[src/rtl/sdram_frame_arbiter.sv]
// Arbitrates the SDRAM command engine between refresh, camera write bursts and VGA read bursts,
// and owns the ping-pong frame pointers. One-cycle decision latency; each command is held until acked.
module sdram_frame_arbiter #(
  parameter int BURST_LEN   = 64,
  parameter int FRAME_WORDS = 307200,
  parameter int REF_PERIOD  = 780,
  parameter int ADDR_W      = 24,
  parameter int LVL_W       = 10
) (
  input  logic              i_clk,
  input  logic              i_rst,
  input  logic              i_init_done,
  input  logic [LVL_W-1:0]  i_wr_level,
  input  logic [LVL_W-1:0]  i_rd_space,
  input  logic              i_wr_frame_start,
  input  logic              i_rd_frame_start,
  output logic              o_cmd_req,
  output logic [1:0]        o_cmd_type,
  output logic [ADDR_W-1:0] o_cmd_addr,
  input  logic              i_cmd_ack,
  input  logic              i_cmd_done,
  output logic              o_wr_flush,
  output logic              o_frame_valid,
  output logic              o_ref_overrun
);

  localparam int OFF_W = ADDR_W - 1;
  localparam int REF_W = $clog2(REF_PERIOD);

  localparam logic [1:0] T_REF = 2'b00;
  localparam logic [1:0] T_WR  = 2'b01;
  localparam logic [1:0] T_RD  = 2'b10;

  localparam logic [1:0] S_IDLE  = 2'd0;
  localparam logic [1:0] S_ISSUE = 2'd1;
  localparam logic [1:0] S_BUSY  = 2'd2;

  localparam logic [LVL_W-1:0] L_BURST    = LVL_W'(BURST_LEN);
  localparam logic [OFF_W-1:0] L_STEP     = OFF_W'(BURST_LEN);
  localparam logic [OFF_W-1:0] L_FRAME    = OFF_W'(FRAME_WORDS);
  localparam logic [REF_W-1:0] L_REF_LAST = REF_W'(REF_PERIOD - 1);

  logic [1:0]        r_state;
  logic [REF_W-1:0]  r_ref_cnt;
  logic              r_ref_pend;
  logic              r_ref_overrun;
  logic              r_wr_buf;
  logic              r_rd_buf;
  logic [OFF_W-1:0]  r_wr_ptr;
  logic [OFF_W-1:0]  r_rd_ptr;
  logic              r_last_rd;
  logic              r_wr_fs_pend;
  logic              r_rd_fs_pend;
  logic              r_cmd_req;
  logic [1:0]        r_cmd_type;
  logic [ADDR_W-1:0] r_cmd_addr;
  logic              r_wr_flush;
  logic              r_frame_valid;

  logic w_ref_wrap;
  logic w_ref_ack;
  logic w_wr_elig;
  logic w_rd_elig;
  logic w_apply;
  logic w_pick_wr;
  logic w_wr_buf_nx;

  assign w_ref_wrap  = i_init_done && (r_ref_cnt == L_REF_LAST);
  assign w_ref_ack   = (r_state == S_ISSUE) && i_cmd_ack && (r_cmd_type == T_REF);
  assign w_wr_elig   = (i_wr_level >= L_BURST) && (r_wr_ptr < L_FRAME);
  assign w_rd_elig   = (i_rd_space >= L_BURST) && (r_rd_ptr < L_FRAME);
  assign w_apply     = (r_state == S_IDLE) && (r_wr_fs_pend || r_rd_fs_pend);
  assign w_pick_wr   = w_wr_elig && (!w_rd_elig || r_last_rd);
  // A pending read frame start must see the buffer chosen by a simultaneous write frame start.
  assign w_wr_buf_nx = (r_wr_fs_pend && (r_wr_ptr == L_FRAME)) ? ~r_wr_buf : r_wr_buf;

  always_ff @(posedge i_clk or posedge i_rst) begin
    if (i_rst) begin
      r_ref_cnt     <= '0;
      r_ref_pend    <= 1'b0;
      r_ref_overrun <= 1'b0;
    end else begin
      if (i_init_done) r_ref_cnt <= w_ref_wrap ? '0 : r_ref_cnt + REF_W'(1);
      r_ref_pend <= w_ref_wrap | (r_ref_pend & ~w_ref_ack);
      if (w_ref_wrap && r_ref_pend && !w_ref_ack) r_ref_overrun <= 1'b1;
    end
  end

  always_ff @(posedge i_clk or posedge i_rst) begin
    if (i_rst) begin
      r_wr_fs_pend <= 1'b0;
      r_rd_fs_pend <= 1'b0;
    end else begin
      r_wr_fs_pend <= i_wr_frame_start | (r_wr_fs_pend & ~w_apply);
      r_rd_fs_pend <= i_rd_frame_start | (r_rd_fs_pend & ~w_apply);
    end
  end

  always_ff @(posedge i_clk or posedge i_rst) begin
    if (i_rst) begin
      r_state       <= S_IDLE;
      r_wr_buf      <= 1'b0;
      r_rd_buf      <= 1'b1;
      r_wr_ptr      <= '0;
      r_rd_ptr      <= '0;
      r_last_rd     <= 1'b1;
      r_cmd_req     <= 1'b0;
      r_cmd_type    <= T_REF;
      r_cmd_addr    <= '0;
      r_wr_flush    <= 1'b0;
      r_frame_valid <= 1'b0;
    end else begin
      r_wr_flush <= 1'b0;
      case (r_state)
        S_IDLE: begin
          if (w_apply) begin
            if (r_wr_fs_pend) begin
              r_wr_buf   <= w_wr_buf_nx;
              r_wr_ptr   <= '0;
              r_wr_flush <= 1'b1;
              if (r_wr_ptr == L_FRAME) r_frame_valid <= 1'b1;
            end
            if (r_rd_fs_pend) begin
              r_rd_buf <= ~w_wr_buf_nx;
              r_rd_ptr <= '0;
            end
          end else if (i_init_done) begin
            if (r_ref_pend) begin
              r_cmd_req  <= 1'b1;
              r_cmd_type <= T_REF;
              r_cmd_addr <= '0;
              r_state    <= S_ISSUE;
            end else if (w_wr_elig || w_rd_elig) begin
              r_cmd_req  <= 1'b1;
              r_cmd_type <= w_pick_wr ? T_WR : T_RD;
              r_cmd_addr <= w_pick_wr ? {r_wr_buf, r_wr_ptr} : {r_rd_buf, r_rd_ptr};
              r_state    <= S_ISSUE;
            end
          end
        end
        S_ISSUE: begin
          if (i_cmd_ack) begin
            r_cmd_req <= 1'b0;
            r_state   <= S_BUSY;
            if (r_cmd_type == T_WR) r_last_rd <= 1'b0;
            else if (r_cmd_type == T_RD) r_last_rd <= 1'b1;
          end
        end
        S_BUSY: begin
          if (i_cmd_done) begin
            r_state <= S_IDLE;
            if (r_cmd_type == T_WR) r_wr_ptr <= r_wr_ptr + L_STEP;
            else if (r_cmd_type == T_RD) r_rd_ptr <= r_rd_ptr + L_STEP;
          end
        end
        default: r_state <= S_IDLE;
      endcase
    end
  end

  assign o_cmd_req     = r_cmd_req;
  assign o_cmd_type    = r_cmd_type;
  assign o_cmd_addr    = r_cmd_addr;
  assign o_wr_flush    = r_wr_flush;
  assign o_frame_valid = r_frame_valid;
  assign o_ref_overrun = r_ref_overrun;

endmodule

[config.mk]
export PLATFORM = sky130hd
export DESIGN_NAME = sdram_frame_arbiter
export DESIGN_NICKNAME = d
export VERILOG_FILES = /design/src/rtl/sdram_frame_arbiter.sv
export SDC_FILE = /design/constraint.sdc
export NUM_CORES = 1
export LEC_CHECK = 0
export ABC_AREA = 1
export CAP_MARGIN = 20
export CORE_ASPECT_RATIO = 1.25
export CORE_UTILIZATION = 49
export DETAILED_ROUTE_END_ITERATION = 6
export GPL_TIMING_DRIVEN = 0
export HOLD_SLACK_MARGIN = 0.06
export PLACE_DENSITY = 0.72
export REMOVE_ABC_BUFFERS = 1
export SKIP_LAST_GASP = 1
export SYNTH_ARGS = -nofsm -noshare
export SYNTH_HDL_FRONTEND = slang
export SYNTH_SLANG_ARGS = --single-unit
[constraint.sdc]
create_clock -name i_clk -period 6.5 [get_ports i_clk]
set_input_delay 1.625 -clock i_clk [delete_from_list [all_inputs] [get_ports i_clk]]
set_output_delay 1.625 -clock i_clk [all_outputs]
set_load 0.02 [all_outputs]
# [Yosys cells after proc, flatten, opt, wreduce, memory -nomap -nowiden]
# Cells that the tools add are included.
# W data, S select, Z words.
[op_classes] mux=37 addsub=3 n_eq_ne=17 n_mul=0 magnitude_cmp=4 n_reduce_logical=30 n_shift=0 n_div=0 bitwise=10
[ops] cell="$mux W23" n=9
[ops] cell="$pmux W23 S2" n=2
[ops] cell="$mux W24" n=3
[ops] cell="$add A23 B7 Y23 const B" n=2
[ops] cell="$lt A23 B19 Y1 const B" n=2
[ops] cell="$eq A23 B19 Y1 const B" n=1
[ops] cell="$ge A10 B7 Y1 const B" n=2
[ops] cell="$ne A2 B2 Y1 const B" n=10
[ops] cell="$mux W2" n=9
[ops] cell="$reduce_and A5 Y1" n=3
[ops] cell="$mux W1" n=11
[ops] cell="$add A10 B1 Y10 const B" n=1
[ops] cell="$eq A10 B10 Y1 const B" n=1
[ops] cell="$logic_and A1 B1 Y1" n=10
[ops] cell="$mux W10" n=1
[ops] cell="$reduce_and A3 Y1" n=3
[ops] cell="$reduce_and A4 Y1" n=2
[ops] cell="$reduce_bool A2 Y1" n=4
[ops] cell="$pmux W2 S3" n=1
[ops] cell="$reduce_and A6 Y1" n=1
[ops] cell="$eq A2 B1 Y1 const B" n=2
[ops] cell="$eq A2 B2 Y1 const B" n=2
[ops] cell="$logic_not A2 Y1" n=2
[ops] cell="$not A1 Y1" n=4
[ops] cell="other kinds (6)" n=13
[totals] ram_bits=0 regBits=94 output_inout_bits=30 in_bits=27 mem_count=0 romBits=0 latchBits=0

# [Longest topological paths before layout]
[depth] ltp_word=8 depth_mapped=12 depth_no_buf=11

# [Worst setup path after synthesis]
# OpenSTA, ideal clock, no wires.
[synth_path] kind="in2reg" from="input port i_wr_level[9]" to="register r_cmd_addr[6] (netlist: o_cmd_addr[6])" t_arrival_ns=2.375 required_ns=6.383 slack_ns=4.007 stages=10 path_cell_list="inv_1 -> nand3_1 -> inv_1 -> nor2_8 -> nand2_4 -> buf_6 -> nand2_1 -> nand2_1 -> nand3_1 -> nand2_1"
[synth_between] elab_chain_cells=6 elab_cells_between_ends=9 classes_between="order compare (1); mux (3); reduce/logical (5)"
[synth_rtl] element="start, declared" line_no="13" source="input logic [LVL_W-1:0] i_wr_level,"
[synth_rtl] element="$ge A10 B7 Y1 *" line_no="70" source="assign w_wr_elig = (i_wr_level >= L_BURST) && (r_wr_ptr < L_FRAME);"
[synth_rtl] element="$logic_and A1 B1 Y1 *" line_no="70"
[synth_rtl] element="$logic_and A1 B1 Y1" line_no="73" source="assign w_pick_wr = w_wr_elig && (!w_rd_elig || r_last_rd);"
[synth_rtl] element="$mux W24" line_no="136" source="r_cmd_addr <= w_pick_wr ? {r_wr_buf, r_wr_ptr} : {r_rd_buf, r_rd_ptr};"
[synth_rtl] element="$mux W24" line_no="133" source="end else if (w_wr_elig || w_rd_elig) begin"
[synth_rtl] element="$mux W24" line_no="128" source="if (r_ref_pend) begin"
[synth_rtl] element="end signal, assigned" line_no="136"
[synth_rtl] element="end, declared" line_no="56" source="logic [ADDR_W-1:0] r_cmd_addr;"
# Mark *: on every way between the ends. The rest lies on a longest branch, timed or not. The select of a mux whose other input is x is not followed.
# A chain may end at the register's enable or synchronous reset.

# [Worst setup path after layout]
[layout_path] from="input port i_init_done" to="register r_cmd_addr[6] (netlist: o_cmd_addr[6])"
[layout_between] elab_chain_cells=1
[layout_rtl] element="start, declared" line_no="12" source="input logic i_init_done,"
[layout_rtl] element="$reduce_and A4 Y1 (no source line)"
# No other way between the ends.

==> run_results.csv <==
group,metric,value,unit
route,final_antenna_net_count,0,
worst_setup_path,path_cells,"clkdlybuf4s50_1, inv_1, nor4_1, nand2_1, inv_1, nand3_1, nand2_1",
synth,synth_warnings,0,
timing,relSlewSlack,55.4,%
die,die_area,0.00949,mm^2
synth,ys_seq_area_share,43.2,%
die,die_w,87.4,um
route,first_pass_iters,5,
place,place.gp.congestion,0.975,
grt,grt_pass1_vias,3837,
synth,synth_top_cells_by_count,"147 x nand2_1, 75 x dfrtp_1, 67 x inv_1",
clock_network,cts_tree,"built",
timing,maxSlewViolCount,0,
worst_setup_path,worst-r2r-setup-slack,4010,ps
clock_network,cts.sinks,77,
layout,antenna_cells,0,
route,viasPerCell,5.37,
timing,worst_pin_slew,667,ps
timing,grt_setup_unrepaired,"false",
clock_network,cts_buffers,9,
layout,syn_to_final_growth,14.3,%
worst_setup_path,r2r-end,"o_cmd_addr[6]",
worst_setup_path,r2r-start,"r_wr_ptr[16]",
clock_network,clk_pin_slew,80,ps
die,dieHeight,109,um
grt,antenna_found_initial,0,
layout,fillers,846,
worst_setup_path,startpoint,"i_init_done",
timing,max_clock_freq,274,MHz
die,ios,57,
route,wire_per_inst,14.0,um
grt,grt_max_degree,59,
synth,synth.largest_area_cell,"dfrtp_1",
synth,synth_area,0.00446,mm^2
clock_network,htreeDepth,3,
synth,postSynthCellCount,584,
layout,layout.nets,654,
worst_setup_path,slowest_stage,"inv_1",
clock_network,clock_latency,360,ps
synth,synth_edf_count,0,
worst_setup_path,cp_data_arrival_time,3940,ps
route,route.detailed.drc,0,
route,drt_wl_total,10.4,mm
die,rows,38,
synth,synthArstFlopShare,100,%
worst_hold_path,hp-class,"reg -> reg",
worst_setup_path,reg2reg_depth,9,
synth,synth.top_cells.by_area,"dfrtp_1 42%, nand2_1 12%, inv_1 5.6%",
grt,grt_pass1_wl,17.6,mm
die,start_util,51.0,%
worst_setup_path,crit_family,"buffers and inverters",
synth,avgSynthCellArea,7.64,um^2
worst_setup_path,critPathCaptureType,"register",
power_and_ir_drop,pwr_density_cell,245,mW/mm^2
clock_network,post_cts_resized,0,
worst_setup_path,crit_type,"in -> reg",
job,drv_cap,0,
worst_setup_path,slowest_delay,640,ps
clock_network,hold_buffers,0,
synth,synth-seq-cells,77,
grt,grt_usage,23.8,%
power_and_ir_drop,p_leak,2.39,nW
synth,yosysTopAreaCellShare,42.1,%
die,core-area,0.00875,mm^2
timing,layout_min_cycle_time,3650,ps
worst_setup_path,crit_cells,7,
grt,grt-ovfl-total,0,
synth,synth.most_common_cell,"nand2_1",
layout,drive_above_1_share,8.81,%
worst_setup_path,critPathCapture,"o_cmd_addr[6]",
timing,hold_viol_final,0,
power_and_ir_drop,finalPower,0.00125,W
timing,tns,0,ps
power_and_ir_drop,peakVddDrop,0.188,mV
synth,synth.distinct_cells,40,
clock_network,post_cts_buffers,0,
timing,skew,9.09,ps
synth,yosys_most_used_dff,"dfrtp_1",
timing,min_period_over_period,56.1,%
clock_network,cts.path.max_buffers,2,
clock_network,cts-root-buf,"clkbuf_8",
worst_setup_path,path_buf_inv,3,
route,num_vias,3995,
timing,setup_violations,0,
worst_setup_path,cp-start-kind,"input pin",
worst_setup_path,cp_data_required_time,6800,ps
place,dp_hpwl,7.65,mm
place,port-buffer-count,44,
status,status,"finished clean",
route,drt_iter0_drc,312,
worst_setup_path,crit_fanout,20,
[worst min-delay path by stage]
| stage | depth (start not counted) | start | slack [ps] | end |
|---|---|---|---|---|
| 4_1_cts | 1 | o_ref_overrun | 480 | o_ref_overrun |
| 6_report | 1 | o_ref_overrun | 480 | o_ref_overrun |
| 3_3_place_gp | 2 | o_cmd_addr[11] | 460 | o_cmd_addr[11] |
| 3_5_place_dp | 1 | o_ref_overrun | 460 | o_ref_overrun |
| 5_1_grt | 2 | o_cmd_addr[16] | 490 | o_cmd_addr[16] |
| 2_1_floorplan | 2 | r_rd_buf | 470 | r_rd_buf |
[layout make-up]
class	instances	area [um^2]	share of cell area, %
inverters	73	277	5.42
clock buffers	11	141	2.77
flip-flops and latches	77	1930	37.8
clock inverters	5	36.3	0.711
repair buffers	45	468	9.18
well taps	120	150	2.94
multi-input cells	413	2100	41.1
[cells by family (layout without fill, tap and decap cells)]
family | count (synthesis) | after routing | synth area share [%]
AOI/OAI and AO/OA | 56 | 56 | 6.93
xor gates and xnor gates | 2 | 2 | 0.393
adders and majority gates | 8 | 8 | 2.24
buffers and inverters | 94 | 134 | 9.73
DFF | 77 | 77 | 43.2
and+or+nand+nor | 347 | 347 | 37.5
[per-stage QoR]
stage                     area [um^2]  worst slack [ps]  cells  hold WS [ps]  utilization, %
final                            5100              2850    744           481            58.3
after global routing             5100              2610    744           491            58.3
after CTS                        5100              2860    744           484            58.3
after detailed placement         4920              2490    728           462            56.3
after global placement           4890              1630    727           463            55.9
after floorplan                  4300              2910    563           466               -
[cells in the final DEF (no fill, tap or decap), drive strengths merged, types with 5 or more instances in the layout]
master | Yosys | final
nand2 | 158 | 158
dfrtp | 75 | 75
inv | 72 | 72
nor2 | 67 | 67
nand3 | 50 | 50
clkdlybuf4s50 | 0 | 44
nand4 | 40 | 40
o21ai | 34 | 34
nor3 | 26 | 26
clkbuf | 0 | 11
a21oi | 10 | 10
ha | 8 | 8
a31oi | 5 | 5
[report_power, final]
group	switching, W	leakage, nW	total (W)	internal [W]
clock network	0.000181	0.0815	0.000330	0.000149
registers	0.0000572	1.03	0.000596	0.000539
logic	0.000212	1.28	0.000325	0.000114
total	0.000450	2.39	0.00125	0.000802
[flip-flops by register name, summed over array words and instances (netlist names), 2 cells and up]
| register | count |
|---|---|
| o_cmd_type | 2 |
| r_ref_cnt | 10 |
| r_state | 2 |
| r_rd_ptr | 17 |
| o_cmd_addr | 19 |
| r_wr_ptr | 17 |
[layer usage]
metal,vias to the layer above,share of wire [%],track usage (%)
met4,0,2.8,11.1
met3,26,4.2,4.24
met5,-,0,0
met2,110,51,40.2
li1,1991,-,-
met1,1868,42,29.5
No activity file was read; power rests on OpenSTA's default activity.
